File: src/rtl/fetch_queue_if.sv
// Fetch queue bus: imem address/data, redirect request and decode handshake.
// master = fetch_queue side, slave = imem/decode/branch-resolution side.
interface fetch_queue_if #(
  parameter int unsigned DEPTH = 8
);
  logic [5:0]             FetchAddr;
  logic [31:0]            ImemDataA;
  logic [31:0]            ImemDataB;
  logic                   Redirect;
  logic [5:0]             RedirectAddr;
  logic                   InstrValid;
  logic [31:0]            Instr;
  logic [5:0]             InstrPC;
  logic                   InstrReady;
  logic [$clog2(DEPTH):0] Count;

  modport master (
    output FetchAddr, InstrValid, Instr, InstrPC, Count,
    input  ImemDataA, ImemDataB, Redirect, RedirectAddr, InstrReady
  );

  modport slave (
    input  FetchAddr, InstrValid, Instr, InstrPC, Count,
    output ImemDataA, ImemDataB, Redirect, RedirectAddr, InstrReady
  );
endinterface

File: src/rtl/fetch_queue.sv
// Instruction fetch buffer: enqueues imem word pairs into a circular FIFO and
// hands one instruction per cycle to decode; Redirect flushes and restarts fetch.
module fetch_queue #(
  parameter int unsigned DEPTH    = 8,
  parameter logic [5:0]  RESET_PC = 6'd0
) (
  input  logic           CLK,
  input  logic           RST,
  fetch_queue_if.master  bus
);
  localparam int unsigned PW = $clog2(DEPTH);
  localparam int unsigned CW = PW + 1;

  logic [37:0]   mem_q [DEPTH];
  logic [PW-1:0] head_q, head_d;
  logic [PW-1:0] tail_q, tail_d;
  logic [CW-1:0] count_q, count_d;
  logic [5:0]    fetch_addr_q, fetch_addr_d;

  logic          valid;
  logic          pop;
  logic          wrap;
  logic          can_push;
  logic [1:0]    push_n;
  logic          wr0, wr1;
  logic [PW-1:0] tail_p1;
  logic [37:0]   entry0, entry1;
  logic [37:0]   head_entry;

  always_comb begin
    valid    = (count_q != '0) && !bus.Redirect;
    pop      = valid && bus.InstrReady;
    wrap     = (fetch_addr_q == 6'd63);
    // Push is judged on registered Count so a full queue never takes a lone entry.
    can_push = !bus.Redirect && (count_q <= CW'(DEPTH - 2));
    push_n   = can_push ? (wrap ? 2'd1 : 2'd2) : 2'd0;
    wr0      = can_push;
    wr1      = can_push && !wrap;
    tail_p1  = tail_q + PW'(1);
    entry0   = {bus.ImemDataA, fetch_addr_q};
    entry1   = {bus.ImemDataB, fetch_addr_q + 6'd1};

    head_d       = head_q;
    tail_d       = tail_q;
    count_d      = count_q;
    fetch_addr_d = fetch_addr_q;
    if (bus.Redirect) begin
      head_d       = '0;
      tail_d       = '0;
      count_d      = '0;
      fetch_addr_d = bus.RedirectAddr;
    end else begin
      head_d  = head_q + PW'(pop);
      tail_d  = tail_q + PW'(push_n);
      count_d = count_q + CW'(push_n) - CW'(pop);
      if (can_push) begin
        fetch_addr_d = wrap ? 6'd0 : fetch_addr_q + 6'd2;
      end
    end
  end

  always_ff @(posedge CLK or negedge RST) begin
    if (!RST) begin
      head_q       <= '0;
      tail_q       <= '0;
      count_q      <= '0;
      fetch_addr_q <= RESET_PC;
    end else begin
      head_q       <= head_d;
      tail_q       <= tail_d;
      count_q      <= count_d;
      fetch_addr_q <= fetch_addr_d;
    end
  end

  always_ff @(posedge CLK) begin
    if (wr0) mem_q[tail_q]  <= entry0;
    if (wr1) mem_q[tail_p1] <= entry1;
  end

  always_comb begin
    head_entry     = mem_q[head_q];
    bus.FetchAddr  = fetch_addr_q;
    bus.Count      = count_q;
    bus.InstrValid = valid;
    bus.Instr      = '0;
    bus.InstrPC    = '0;
    if (count_q != '0) begin
      bus.Instr   = head_entry[37:6];
      bus.InstrPC = head_entry[5:0];
    end
  end
endmodule

File: src/flat_wrapper.sv
// flat-port wrapper written by rule: the top's interface ports become plain ports
module fetch_queue_flat 
#(
  parameter int unsigned DEPTH    = 8,
  parameter logic [5:0]  RESET_PC = 6'd0
)
  (CLK, RST, bus_FetchAddr, bus_InstrValid, bus_Instr, bus_InstrPC, bus_Count, bus_ImemDataA, bus_ImemDataB, bus_Redirect, bus_RedirectAddr, bus_InstrReady);
  fetch_queue_if #(.DEPTH(DEPTH)) bus_i ();
  input  logic CLK;
  input  logic RST;
  output wire logic [$bits(bus_i.FetchAddr)-1:0] bus_FetchAddr;
  output wire logic [$bits(bus_i.InstrValid)-1:0] bus_InstrValid;
  output wire logic [$bits(bus_i.Instr)-1:0] bus_Instr;
  output wire logic [$bits(bus_i.InstrPC)-1:0] bus_InstrPC;
  output wire logic [$bits(bus_i.Count)-1:0] bus_Count;
  input wire logic [$bits(bus_i.ImemDataA)-1:0] bus_ImemDataA;
  input wire logic [$bits(bus_i.ImemDataB)-1:0] bus_ImemDataB;
  input wire logic [$bits(bus_i.Redirect)-1:0] bus_Redirect;
  input wire logic [$bits(bus_i.RedirectAddr)-1:0] bus_RedirectAddr;
  input wire logic [$bits(bus_i.InstrReady)-1:0] bus_InstrReady;
  assign bus_FetchAddr = bus_i.FetchAddr;
  assign bus_InstrValid = bus_i.InstrValid;
  assign bus_Instr = bus_i.Instr;
  assign bus_InstrPC = bus_i.InstrPC;
  assign bus_Count = bus_i.Count;
  assign bus_i.ImemDataA = bus_ImemDataA;
  assign bus_i.ImemDataB = bus_ImemDataB;
  assign bus_i.Redirect = bus_Redirect;
  assign bus_i.RedirectAddr = bus_RedirectAddr;
  assign bus_i.InstrReady = bus_InstrReady;
  fetch_queue #(.DEPTH(DEPTH), .RESET_PC(RESET_PC)) u_core (.CLK(CLK), .RST(RST), .bus(bus_i));
endmodule
File: config.mk
export PLATFORM = sky130hd
export DESIGN_NAME = fetch_queue_flat
export DESIGN_NICKNAME = d
export VERILOG_FILES = /design/src/rtl/fetch_queue_if.sv /design/src/rtl/fetch_queue.sv /design/src/flat_wrapper.sv
export SDC_FILE = /design/constraint.sdc
export NUM_CORES = 1
export LEC_CHECK = 0
export CELL_PAD_IN_SITES_DETAIL_PLACEMENT = 0
export CELL_PAD_IN_SITES_GLOBAL_PLACEMENT = 1
export CORE_ASPECT_RATIO = 0.5
export CORE_MARGIN = 4
export CORE_UTILIZATION = 40
export CTS_CLUSTER_SIZE = 8
export DETAILED_ROUTE_END_ITERATION = 8
export GPL_TIMING_DRIVEN = 1
export PLACE_DENSITY = 0.72
export SETUP_SLACK_MARGIN = 0.1
export SLEW_MARGIN = 20
export SYNTH_ARGS = -nofsm -noshare
export SYNTH_HDL_FRONTEND = slang
export SYNTH_SLANG_ARGS = --single-unit
File: constraint.sdc
create_clock -name CLK -period 4.05 [get_ports CLK]
set_input_delay 0.405 -clock CLK [delete_from_list [all_inputs] [get_ports CLK]]
set_output_delay 0.405 -clock CLK [all_outputs]
set_load 0.005 [all_outputs]
==> qor.log <==
INFO  run_status     outcome=finished clean
INFO  clock_tree     cts_tree=done
INFO  clock_tree     cts.repair_timing.setup_buffer_count=0
INFO  sta            clock-skew-final=14.5ps
INFO  yosys          synth-main-ff-cell=sky130_fd_sc_hd__edfxtp_1
INFO  floorplan      die_height=153um
INFO  yosys          mapped_nets=1106
INFO  power_and_ir_drop ir_worst_vdd=272uV
INFO  flow_run       max_cap_viol_count=0
INFO  final_layout   post-route-util=49.1%
INFO  clock_tree     post_cts.resized_instances=0
INFO  sta            post-route-min-period=3310ps
INFO  clock_tree     worst_setup_hold_path_clk_slew=50ps
INFO  power_and_ir_drop leakage=6.78nW
INFO  floorplan      io-pin-count=123
INFO  global_route   first_pass_grt_wire_length=63600um
INFO  critical_path  worst-endpoint-arrival=2900ps
INFO  floorplan      initial_utilization=41.1%
INFO  critical_path  worst_ep_required_time=3640ps
INFO  placement      hpwl=24800um
INFO  yosys          warnings_synthesis=0
INFO  placement      routabilityCongestion=0.790
INFO  global_route   initial_antenna_violation_count=0
INFO  clock_tree     cts-buffers-inserted=45
INFO  clock_tree     cts_hold_buf=0
INFO  sta            max-slew-margin-rel=43.9%
INFO  yosys          synth_compound_gate_area_share=1.59%
INFO  critical_path  timing.critical_path.slowest_stage_cell=sky130_fd_sc_hd__dfrtp_4
INFO  clock_tree     cts_buffer_depth=3
INFO  critical_path  path_buf_inv=2
INFO  yosys          synth_area_in_adders=1.20%
INFO  routing        routed-wl-met3=1580um
INFO  floorplan      die_w=298um
INFO  global_route   pin_count_of_the_biggest_net_entering_global_routing=39
INFO  final_layout   finalNonFillerCells=1727
INFO  routing        met1Wirelength=18700um
INFO  sta            tightestPinTransition=839ps
INFO  global_route   via_count_of_the_first_global_routing_pass=10241
INFO  clock_tree     clock_latency=540ps
INFO  floorplan      design.die.area=45700squm
INFO  critical_path  crit_path_cell_trace=buf_4 > mux4_2 > mux2i_1 > nor2_1 > clkdlybuf4s50_1
INFO  placement      port-buffer-count=122
INFO  min_path       hold_path_class=in -> async
INFO  final_layout   nNetsFinal=1242
INFO  yosys          yosys.area_share.simple=4.10%
INFO  yosys          synth_edf_count=304
INFO  yosys          post_synth_xor_area_fraction=2.54%
INFO  sta            setup-tns-final=0ps
INFO  final_layout   final_layout_size_suffix_gt1_share=38.4%
INFO  floorplan      placeableCoreArea=41100squm
INFO  yosys          synth_top_area_share=54.1%
INFO  sta            finalHoldViolations=0
INFO  critical_path  crit_path_kind=reg -> out
INFO  critical_path  critPathMaxStageDelay=590ps
INFO  clock_tree     buffer_type_at_the_clock_tree_root=sky130_fd_sc_hd__clkbuf_16
INFO  yosys          post_synth.cell_area_avg=16.6squm
INFO  routing        dr.pass1.iters=4
INFO  routing        wl_met2=21100um
INFO  yosys          synth-seq-cells=320
INFO  yosys          syn_inst=1017
INFO  final_layout   n_antenna_cell=0
INFO  sta            setup_repair_after_global_routing_missed_its_margin=no
INFO  critical_path  worst_setup_path_start_kind=flip-flop
INFO  routing        detailedRoute.firstIterationViolations=766
INFO  sta            worst_hold_slack=354ps
INFO  critical_path  cp-end-kind=output port
INFO  sta            finalMaxSlewViolations=0
INFO  sta            max_freq=302MHz
INFO  yosys          ys_seq_area_share=56.5%
INFO  yosys          synthTopCellsByArea=sky130_fd_sc_hd__edfxtp_1 (54%), sky130_fd_sc_hd__mux2_2 (13%), sky130_fd_sc_hd__mux4_2 (10%)
INFO  routing        detail_route.vias_per_cell=5.52
INFO  clock_tree     cts.sink_count=320
INFO  global_route   global_route.overflow_total=0
INFO  clock_tree     clock_tree.htree_level_count=2
INFO  routing        via_count=9538
INFO  critical_path  path_delay_family=buffers and inverters
INFO  routing        top_layer_used=met4
INFO  routing        detail-route-antenna-nets=0
INFO  floorplan      num_rows=52
INFO  yosys          largest_family_of_logic_cells_by_synthesized_area=multiplexers
INFO  yosys          synth_area_leader_cell=sky130_fd_sc_hd__edfxtp_1
INFO  sta            setup_viol=0
INFO  routing        post-route-drc-count=0
INFO  global_route   gr-usage-all-layers=18.2%
INFO  final_layout   syn2layout_area_growth=19.5%
INFO  yosys          yosysUniqueCellTypes=53
INFO  routing        wl_per_cell=24.3um
INFO  critical_path  path_max_fanout=20
INFO  sta            share_of_the_clock_period_used_by_the_worst_path=81.6%
INFO  power_and_ir_drop power-per-cell-area=550nW/um^2
INFO  routing        routed_wirelength=42000um
INFO  yosys          async_flop_share=5.00%
INFO  placement      placed_instances=1673
INFO  yosys          synth.mux.area_fraction=31.4%
INFO  yosys          syn-cell-area=16900squm
layout by cell type, fill, tap and decap left out, types with 9 or more instances in the layout:
cell type                         Yosys  final
sky130_fd_sc_hd__edfxtp_1           304    304
sky130_fd_sc_hd__nor2_4               0      9
sky130_fd_sc_hd__nand2_1             14     12
sky130_fd_sc_hd__nor4_1              16     16
sky130_fd_sc_hd__buf_12               0     14
sky130_fd_sc_hd__nor2_1              61     52
sky130_fd_sc_hd__mux4_2              76     76
sky130_fd_sc_hd__inv_1               15     15
sky130_fd_sc_hd__clkbuf_16            0     46
sky130_fd_sc_hd__dfrtp_1             16     13
sky130_fd_sc_hd__xnor2_1             14     14
sky130_fd_sc_hd__ha_1                13     13
sky130_fd_sc_hd__xor2_1              30     30
sky130_fd_sc_hd__mux2_4              58     58
sky130_fd_sc_hd__clkdlybuf4s50_1      0    122
sky130_fd_sc_hd__mux2i_1             38     38
sky130_fd_sc_hd__mux2_2             201    201
sky130_fd_sc_hd__buf_4               13     24
cell families after synthesis:
logic type / count (synthesis)
flops: 320
compound gates: 35
mux: 380
simple gates: 135
fa+ha+maj: 15
xor+xnor: 46
buf+inv: 86
worst register-to-register path, delay by kind of cell (launching register included):
family        cells  cell delay [ps]
xor+xnor          1              340
fa+ha+maj         1              390
buf+inv           1              490
flops             1              550
mux               1              420
simple gates      2              680
flip-flops by register name, summed over array words and instances, names as in the netlist:
signal,count
u_core.head_q,3
u_core.bus.FetchAddr,6
u_core.bus.Count,4
u_core.tail_q,3
u_core.mem_q,304
metal layers:
| metal | global-route usage, % | vias to the layer above |
|---|---|---|
| met5 | 0 | - |
| met4 | 3.90 | 0 |
| met3 | 2.55 | 38 |
| met2 | 31.3 | 183 |
| met1 | 24.9 | 5027 |
| li1 | - | 4290 |
final cells by class:
cell class                      count  area [sq um]
Clock buffer                       53          1180
Clock inverter                      1          16.3
Fill cell                        3430         20900
Inverter                           15          56.3
Multi-Input combinational cell    611          6970
Sequential cell                   320          9540
Tap cell                          567           709
Timing Repair Buffer              160          1680
cells in the mapped netlist, types with 2 or more instances:
| master | count |
|---|---|
| sky130_fd_sc_hd__nand3_1 | 7 |
| sky130_fd_sc_hd__nor2_1 | 61 |
| sky130_fd_sc_hd__edfxtp_1 | 304 |
| sky130_fd_sc_hd__o41ai_1 | 4 |
| sky130_fd_sc_hd__and2_1 | 3 |
| sky130_fd_sc_hd__clkbuf_1 | 29 |
| sky130_fd_sc_hd__mux2i_1 | 38 |
| sky130_fd_sc_hd__nand2_1 | 14 |
| sky130_fd_sc_hd__xor2_1 | 30 |
| sky130_fd_sc_hd__nor3_1 | 7 |
| sky130_fd_sc_hd__fa_1 | 2 |
| sky130_fd_sc_hd__mux2_4 | 58 |
| sky130_fd_sc_hd__ha_1 | 13 |
| sky130_fd_sc_hd__or3_1 | 4 |
| sky130_fd_sc_hd__buf_6 | 7 |
| sky130_fd_sc_hd__dfrtp_1 | 16 |
| sky130_fd_sc_hd__nor4_1 | 16 |
| sky130_fd_sc_hd__o21ai_0 | 2 |
| sky130_fd_sc_hd__nand2b_1 | 2 |
| sky130_fd_sc_hd__a32oi_1 | 4 |
| sky130_fd_sc_hd__mux2_1 | 7 |
| sky130_fd_sc_hd__nor2b_1 | 7 |
| sky130_fd_sc_hd__mux2_2 | 201 |
| sky130_fd_sc_hd__buf_2 | 15 |
| sky130_fd_sc_hd__mux4_2 | 76 |
| sky130_fd_sc_hd__xnor2_1 | 14 |
| sky130_fd_sc_hd__a21o_1 | 2 |
| sky130_fd_sc_hd__o32a_1 | 4 |
| sky130_fd_sc_hd__or2_2 | 2 |
| sky130_fd_sc_hd__nor3_4 | 4 |
| sky130_fd_sc_hd__and3_1 | 3 |
| sky130_fd_sc_hd__o21ai_1 | 2 |
| sky130_fd_sc_hd__buf_1 | 7 |
| sky130_fd_sc_hd__buf_4 | 13 |
| sky130_fd_sc_hd__inv_1 | 15 |
| sky130_fd_sc_hd__a21oi_1 | 7 |
worst paths after layout:
kind,from,to,slack (ps),depth (start not counted)
setup reg to reg,u_core.tail_q[0]$_DFF_PN0_,u_core.mem_q[2][32]$_DFFE_PP_,930,6
hold / removal,RST,u_core.bus.FetchAddr[4]$_DFFE_PN0P_,350,1
max in group asynchronous,RST,u_core.head_q[0]$_DFF_PN0_,3080,1
min in group CLK,bus_RedirectAddr[2],u_core.bus.FetchAddr[2]$_DFFE_PN0P_,440,3
setup / recovery,u_core.head_q[0]$_DFF_PN0_,bus_Instr[5],740,5
hold reg to reg,u_core.bus.FetchAddr[0]$_DFFE_PN0P_,u_core.bus.FetchAddr[0]$_DFFE_PN0P_,770,3
stage by stage:
step	power, mW	cell area (sq um)	worst slack (ps)
6_report	11.1	20200	744
5_1_grt	11.6	20200	554
4_1_cts	11.2	20200	645
3_5_place_dp	7.89	19000	750
3_3_place_gp	7.84	19000	855
2_1_floorplan	6.37	16900	374
report_power, final:
| group | switching [mW] | internal [mW] |
|---|---|---|
| clock | 1.30 | 2.01 |
| combinational | 1.70 | 1.61 |
| sequential | 0.197 | 4.26 |
Note: power is estimated with default switching activity, not from simulation.
